File: config.mk
export PLATFORM = sky130hd
export DESIGN_NAME = mem_bus_if
export DESIGN_NICKNAME = d
export VERILOG_FILES = /design/src/rtl/mips_mem_pkg.sv /design/src/rtl/mem_bus_timer.sv /design/src/rtl/mem_bus_if.sv
export SDC_FILE = /design/constraint.sdc
export NUM_CORES = 1
export LEC_CHECK = 0
export CAP_MARGIN = 20
export CORE_MARGIN = 8
export CORE_UTILIZATION = 46
export DETAILED_ROUTE_END_ITERATION = 16
export PLACE_DENSITY_LB_ADDON = 0.25
export SLEW_MARGIN = 20
export SYNTH_ARGS = -nofsm -noshare
export SYNTH_HDL_FRONTEND = slang
export SYNTH_SLANG_ARGS = --single-unit
File: constraint.sdc
create_clock -name clk -period 3.2 [get_ports clk]
set_input_delay 0.64 -clock clk [delete_from_list [all_inputs] [get_ports clk]]
set_output_delay 0.64 -clock clk [all_outputs]
set_load 0.01 [all_outputs]
File: src/rtl/mips_mem_pkg.sv
// mips_mem_pkg: shared size codes, FSM states and byte-lane helpers for the MEM-stage bus interface
package mips_mem_pkg;

    localparam logic [1:0] SIZE_BYTE = 2'b00;
    localparam logic [1:0] SIZE_HALF = 2'b01;
    localparam logic [1:0] SIZE_WORD = 2'b10;

    typedef enum logic [1:0] {IDLE, BUS, DONE} state_t;

    function automatic int cnt_width(input int t);
        return $clog2(t);
    endfunction

    function automatic logic [3:0] be_gen(input logic [1:0] size, input logic [1:0] a);
        return size == SIZE_BYTE ? 4'b0001 << a :
               size == SIZE_HALF ? (a[1] ? 4'b1100 : 4'b0011) : 4'b1111;
    endfunction

    function automatic logic misaligned(input logic [1:0] size, input logic [1:0] a);
        return (size == SIZE_HALF && a[0]) || (size == SIZE_WORD && a != 2'b00) || size == 2'b11;
    endfunction

    function automatic logic [31:0] store_rep(input logic [1:0] size, input logic [31:0] w);
        return size == SIZE_BYTE ? {4{w[7:0]}} :
               size == SIZE_HALF ? {2{w[15:0]}} : w;
    endfunction

endpackage

File: src/rtl/mem_bus_timer.sv
// mem_bus_timer: wait-state counter that flags expiry once it sits at TIMEOUT-1
module mem_bus_timer
    import mips_mem_pkg::*;
#(
    parameter int TIMEOUT = 16
) (
    input  logic clk,
    input  logic rst_n,
    input  logic clr,
    input  logic en,
    output logic expire
);
    localparam int CW = cnt_width(TIMEOUT);

    logic [CW-1:0] cnt;

    always_ff @(posedge clk or negedge rst_n) begin
        if (!rst_n) cnt <= '0;
        else if (clr) cnt <= '0;
        else if (en) cnt <= cnt + CW'(1);
    end

    assign expire = cnt == CW'(TIMEOUT - 1);
endmodule

File: src/rtl/mem_bus_if.sv
// mem_bus_if: MEM-stage load/store unit; alignment check, byte lanes and wait-state bus handshake
module mem_bus_if
    import mips_mem_pkg::*;
#(
    parameter int TIMEOUT = 16
) (
    input  logic        clk,
    input  logic        rst_n,
    input  logic        req_valid,
    input  logic        req_we,
    input  logic [1:0]  req_size,
    input  logic [31:0] req_addr,
    input  logic [31:0] req_wdata,
    output logic        stall,
    output logic        resp_valid,
    output logic [31:0] ld_data,
    output logic [3:0]  ld_be,
    output logic        exc_adel,
    output logic        exc_ades,
    output logic        bus_err,
    output logic        bus_req,
    output logic        bus_we,
    output logic [31:0] bus_addr,
    output logic [3:0]  bus_be,
    output logic [31:0] bus_wdata,
    input  logic        bus_ack,
    input  logic [31:0] bus_rdata
);
    state_t state, next;
    logic   mis, expire;

    assign mis = misaligned(req_size, req_addr[1:0]);

    mem_bus_timer #(.TIMEOUT(TIMEOUT)) u_timer (
        .clk    (clk),
        .rst_n  (rst_n),
        .clr    (state == IDLE),
        .en     (state == BUS && !bus_ack),
        .expire (expire)
    );

    always_ff @(posedge clk or negedge rst_n) begin
        if (!rst_n) state <= IDLE;
        else state <= next;
    end

    always_comb begin
        next = state == IDLE ? (req_valid ? (mis ? DONE : BUS) : IDLE) :
               state == BUS  ? ((bus_ack || expire) ? DONE : BUS) : IDLE;
    end

    always_comb begin
        bus_req    = state == BUS;
        resp_valid = state == DONE;
        stall      = req_valid & ~resp_valid;
    end

    // Flags are only ever set on the edge into DONE, so they self-clear on the edge out of it
    always_ff @(posedge clk or negedge rst_n) begin
        if (!rst_n) begin
            bus_we    <= 1'b0;
            bus_addr  <= '0;
            bus_be    <= '0;
            bus_wdata <= '0;
            ld_data   <= '0;
            ld_be     <= '0;
            exc_adel  <= 1'b0;
            exc_ades  <= 1'b0;
            bus_err   <= 1'b0;
        end else begin
            if (state == IDLE && req_valid && !mis) begin
                bus_we    <= req_we;
                bus_addr  <= {req_addr[31:2], 2'b00};
                bus_be    <= be_gen(req_size, req_addr[1:0]);
                bus_wdata <= store_rep(req_size, req_wdata);
            end
            if (state == BUS && bus_ack && !bus_we) begin
                ld_data <= bus_rdata;
                ld_be   <= bus_be;
            end
            exc_adel <= state == IDLE && req_valid && mis && !req_we;
            exc_ades <= state == IDLE && req_valid && mis && req_we;
            bus_err  <= state == BUS && !bus_ack && expire;
        end
    end
endmodule

After elaboration in Yosys (flattened, before gate mapping)
Cells that the tools add are included.
Word-level totals
  output and inout bits: 111
  input port bits: 103
  flip-flop bits (word level): 112
Operators by class
  shift operators: 1
  $add $sub $neg: 1
  bitwise operators: 2
  multiplexer cells: 12
  reduce and logical (&&, ||, !) cells: 22
  equality and inequality tests: 6
Operators with widths (number)
  two-way mux 32 bit: 2
  two-way mux 4 bit: 5
  logical AND 1 bit: 11
  two-way mux 2 bit: 5
  == test 2 bit, second input constant: 3
  adder 4 x 1 -> 4 bit, second input constant: 1
  == test 2 x 1 -> 1 bit, second input constant: 2
  == test 4 bit, second input constant: 1
  zero test 1 bit: 4
  zero test 2 bit: 2
  nonzero test 2 bit: 2
  left shift 1 x 2 -> 4 bit, first input constant: 1
  logical OR 1 bit: 3
  AND 1 bit: 1
  inverter 1 bit: 1

Logic depth before layout (Yosys ltp)
  word-level depth: 7
  mapped depth: 5
  mapped depth without buffers: 4

By module
Synthesis repeated with hierarchy kept, for this count alone.
Second synthesis, totals
  cells, all modules: 318
  area, all modules: 4986.0 um^2
Modules (own cells, without submodules)
  mem_bus_if: times used 1, cells each 301, area an instance 4787.1 um^2, sequential area each 2702.6 um^2
  mem_bus_timer: times used 1, cells each 17, area an instance 198.9 um^2, sequential area each 100.1 um^2

Worst setup path before layout
Ideal clock, no wire load.
  path kind: input port to flip-flop
  start point: input port req_size[1]
  end point: register bus_wdata[10]
  setup slack: 1272 ps
  required time: 3075 ps
  buffers on the path: 1
  arrival time: 1803 ps
  stages on the path: 4
  library setup time: 125 ps
  cell sequence: buf_2 > nor2_1 > mux2_2 > mux2_4
Between the ends
  word-level cells in the longest chain between the ends: 6
RTL lines
  start, declared: RTL line mem_bus_if.sv:11  | input logic [1:0] req_size,
  == test 2 x 1 -> 1 bit / == test 2 bit (equally long branches): RTL line mips_mem_pkg.sv:20  | return (size == SIZE_HALF && a[0]) || (size == SIZE_WORD && a != 2'b00) || size == 2'b11;
  logical AND 1 bit: RTL line mips_mem_pkg.sv:20
  logical OR 1 bit (2 in a row): RTL line mips_mem_pkg.sv:20
  zero test 1 bit: RTL line mem_bus_if.sv:71  | if (state == IDLE && req_valid && !mis) begin
  logical AND 1 bit: RTL line mem_bus_if.sv:71
  end signal, assigned: RTL line mem_bus_if.sv:75  | bus_wdata <= store_rep(req_size, req_wdata);
  end, declared: RTL line mem_bus_if.sv:25  | output logic [31:0] bus_wdata,
Parallel ways exist; a longest one is shown, timed or not.
A chain may end at the register's enable or synchronous reset.

Worst setup path in the final report
  start point: register state[1]
  end point: output port bus_req
Between the ends
  word-level cells in the longest chain between the ends: 1
RTL lines
  start, declared: RTL line mem_bus_if.sv:29  | state_t state, next;
  start signal, assigned: RTL line mem_bus_if.sv:44  | else state <= next;
  == test 2 x 1 -> 1 bit: RTL line mem_bus_if.sv:53  | bus_req = state == BUS;
  end, declared: RTL line mem_bus_if.sv:21  | output logic bus_req,
Every way passes these cells.

==> flow_summary_export.csv <==
group,metric,value,unit
die,rows,38,
cts,clock_latency,0.37,ns
drt,wl,12.8,mm
critical_path,worst_ep_arrival_time,1.82,ns
global_route,antenna_found_initial,0,
timing,slew_violations,0,
timing,fin_crit,2.46,ns
critical_path,reg2reg_depth,4,
timing,hold_viol,0,
critical_path,rrSetupSlack,1.26,ns
cts,max-clock-path-buffers,2,
critical_path,required,2.56,ns
yosys,ys_types,36,
global_route,grt_max_degree,60,
final_layout,drive_gt1_frac,0.271,
timing,post-route-period-util,0.769,
die,core_region_area,10700,um2
critical_path,slowest_delay,0.53,ns
timing,max_freq,406,MHz
die,die_w,120,um
critical_path,cp_max_fo,12,
yosys,yosysSeqAreaShare,0.560,
global_route,track_usage,0.174,
timing,worst_pin_slew,0.571,ns
job,max_cap_viol_count,0,
timing,setup_ws,0.739,ns
final_layout,syn_to_final_growth,49.4,%
cts,post-cts-setup-buffer-count,0,
timing,relSlewSlack,0.617,
cts,h-tree-depth,3,
critical_path,r2r_start,"state[1]",
critical_path,startpoint,"state[1]",
drt,wl_per_cell,18.8,um
power_and_ir_drop,vdd_drop_max,0.377,mV
global_route,grt_pass1_wl,20.1,mm
timing,setup_violations,0,
die,die_height,120,um
drt,final_antenna_net_count,0,
placed_design,port_buffers,211,
placed_design,gp_congestion,0.750,
cts,clkTransAtPathRegs,0.10,ns
placed_design,dp_hpwl,9.69,mm
final_layout,num-nets-final,641,
placed_design,dp_slack,0.683,ns
critical_path,worstReg2RegEnd,"ld_data[23]",
final_layout,post-route-util,0.696,
cts,numCtsBuffers,9,
critical_path,cp-start-kind,"register",
drt,drc_errors,0,
drt,first_pass_iters,4,
critical_path,path_cells,"nand2b_1, inv_1, clkdlybuf4s50_1",
global_route,grt_overflow_total,0,
yosys,syn_area_per_cell,15.3,um2
worst_hold_path,hold_class,"input pin to asynchronous set/reset pin",
yosys,yosys_warnings,0,
status,status,"finished clean",
cts,holdBufCountCts,0,
critical_path,path_delay_family,"buffers and inverters",
critical_path,cp.buffers_inverters,2,
power_and_ir_drop,p_total,5.80,mW
critical_path,cp_slowest_cell,"dfrtp_1",
cts,cts.sinks,112,
die,io_pins,214,
timing,clock_skew,0.00947,ns
yosys,ys_ff_latch,112,
critical_path,critPathKind,"register to output pin",
critical_path,worst_setup_path_end_kind,"output pin",
yosys,syn_inst,326,
die,initial_utilization,0.466,
drt,post_drt_via_cell_ratio,4.98,
die,dieArea,14500,um2
cts,clockRootBuffer,"clkbuf_8",
yosys,netlist_area,5000,um2
timing,fin_setup_tns,0,ns
final_layout,num_antenna_cells,0,
drt,first_iter_violations,157,
critical_path,worst-path-stages,3,
cts,cts_resized,0,
drt,vias,3395,
power_and_ir_drop,powerDensity,776,nW/um2
cts,cts_tree,"done",
timing,grt_setup_unrepaired,"no",
power_and_ir_drop,p_leak,3.32,nW
global_route,grt_pass1_vias,3738,
[kinds of logic (layout without fill, tap and decap cells)]
kind of cell / after synthesis / count (layout) / synth area share
AO/OA/AOI/OAI: 26 / 26 / 0.0365
XOR/XNOR: 1 / 1 / 0.00175
adder cells (fa/ha/maj): 1 / 1 / 0.00250
buffers and inverters: 23 / 238 / 0.0323
flip-flops: 112 / 112 / 0.560
multiplexers: 125 / 125 / 0.323
other: 1 / 2 / 0.000749
AND/OR/NAND/NOR: 37 / 37 / 0.0430
[area by class of cell]
type	instances	area, um2
clock buffers	9	124
inverters	2	7.51
flip-flops and latches	112	2800
fillers	774	3270
well taps	140	175
clock inverters	7	103
multi-input cells	192	2050
repair buffers	220	2210
[registers in the layout, summed over array words and instances, names as in the netlist]
signal / flops
bus_wdata: 32
ld_data: 32
bus_addr: 30
bus_be: 4
ld_be: 4
u_timer.cnt: 4
state: 2
bus_err: 1
bus_we: 1
exc_adel: 1
exc_ades: 1
[how the worst max path moves through the flow]
stage | end | slack, ns
floorplan | bus_wdata[10] | 1.27
global placement | stall | 0.73
detailed placement | bus_wdata[20] | 0.68
CTS | bus_req | 0.70
global route | bus_req | 0.65
finish | bus_req | 0.74
[cells in the mapped netlist, drive strengths merged]
master     n  area (um2)
dfrtp    112        2800
a2111oi    1        8.76
or3b       1        8.76
nand2b     1        6.26
ha         1        12.5
inv        2        7.51
nor4b      3        26.3
a21oi      2        13.8
and4b      1        10.0
mux2     115        1520
and3       1        6.26
a221o      3        30.0
nor2b      3        18.8
nor3b      3        33.8
clkbuf     3        11.3
nor3       2        15.0
buf       18         143
conb       1        3.75
nand4b     1        8.76
xor2       1        8.76
o21ai     13        76.3
o32ai      1        8.76
mux2i     10         100
nor4       1        6.26
o31ai      1        7.51
nor2       5        18.8
nand2     15        56.3
a22oi      1        7.51
a21o       4        30.0
[through the flow]
stage	instances	cell area (um2)	hold WS, ns
CTS	682	7470	0.0609
detailed placement	666	7250	0.476
finish	682	7470	0.0851
global route	682	7470	0.0629
floorplan	327	5010	0.344
global placement	666	7250	0.477
[placed cells by master, fill, tap and decap left out, types with 2 or more instances in the layout]
cell / instances
mux2i_1: 10
conb_1: 2
dfrtp_1: 112
o21ai_0: 12
nand2_1: 15
clkinv_4: 2
nor2_1: 5
clkbuf_8: 9
inv_1: 2
buf_4: 7
nor4b_1: 3
a221o_1: 3
mux2_4: 59
mux2_2: 56
nor2b_1: 3
clkdlybuf4s50_1: 210
bufinv_16: 2
buf_12: 3
a21o_1: 4
[routing by layer]
| layer | part of all wire | track usage |
|---|---|---|
| met1 | 0.39 | 0.197 |
| met2 | 0.50 | 0.296 |
| met5 | 0 | 0 |
| met3 | 0.095 | 0.0620 |
| met4 | 0.016 | 0.0687 |
[where the power goes]
group          switching, mW  total [mW]  internal [mW]
sequential             0.327        2.30           1.97
combinational          0.869        2.56           1.70
clock                  0.486       0.937          0.451
total                   1.68        5.80           4.12
Power figures use the tool's default switching activity.
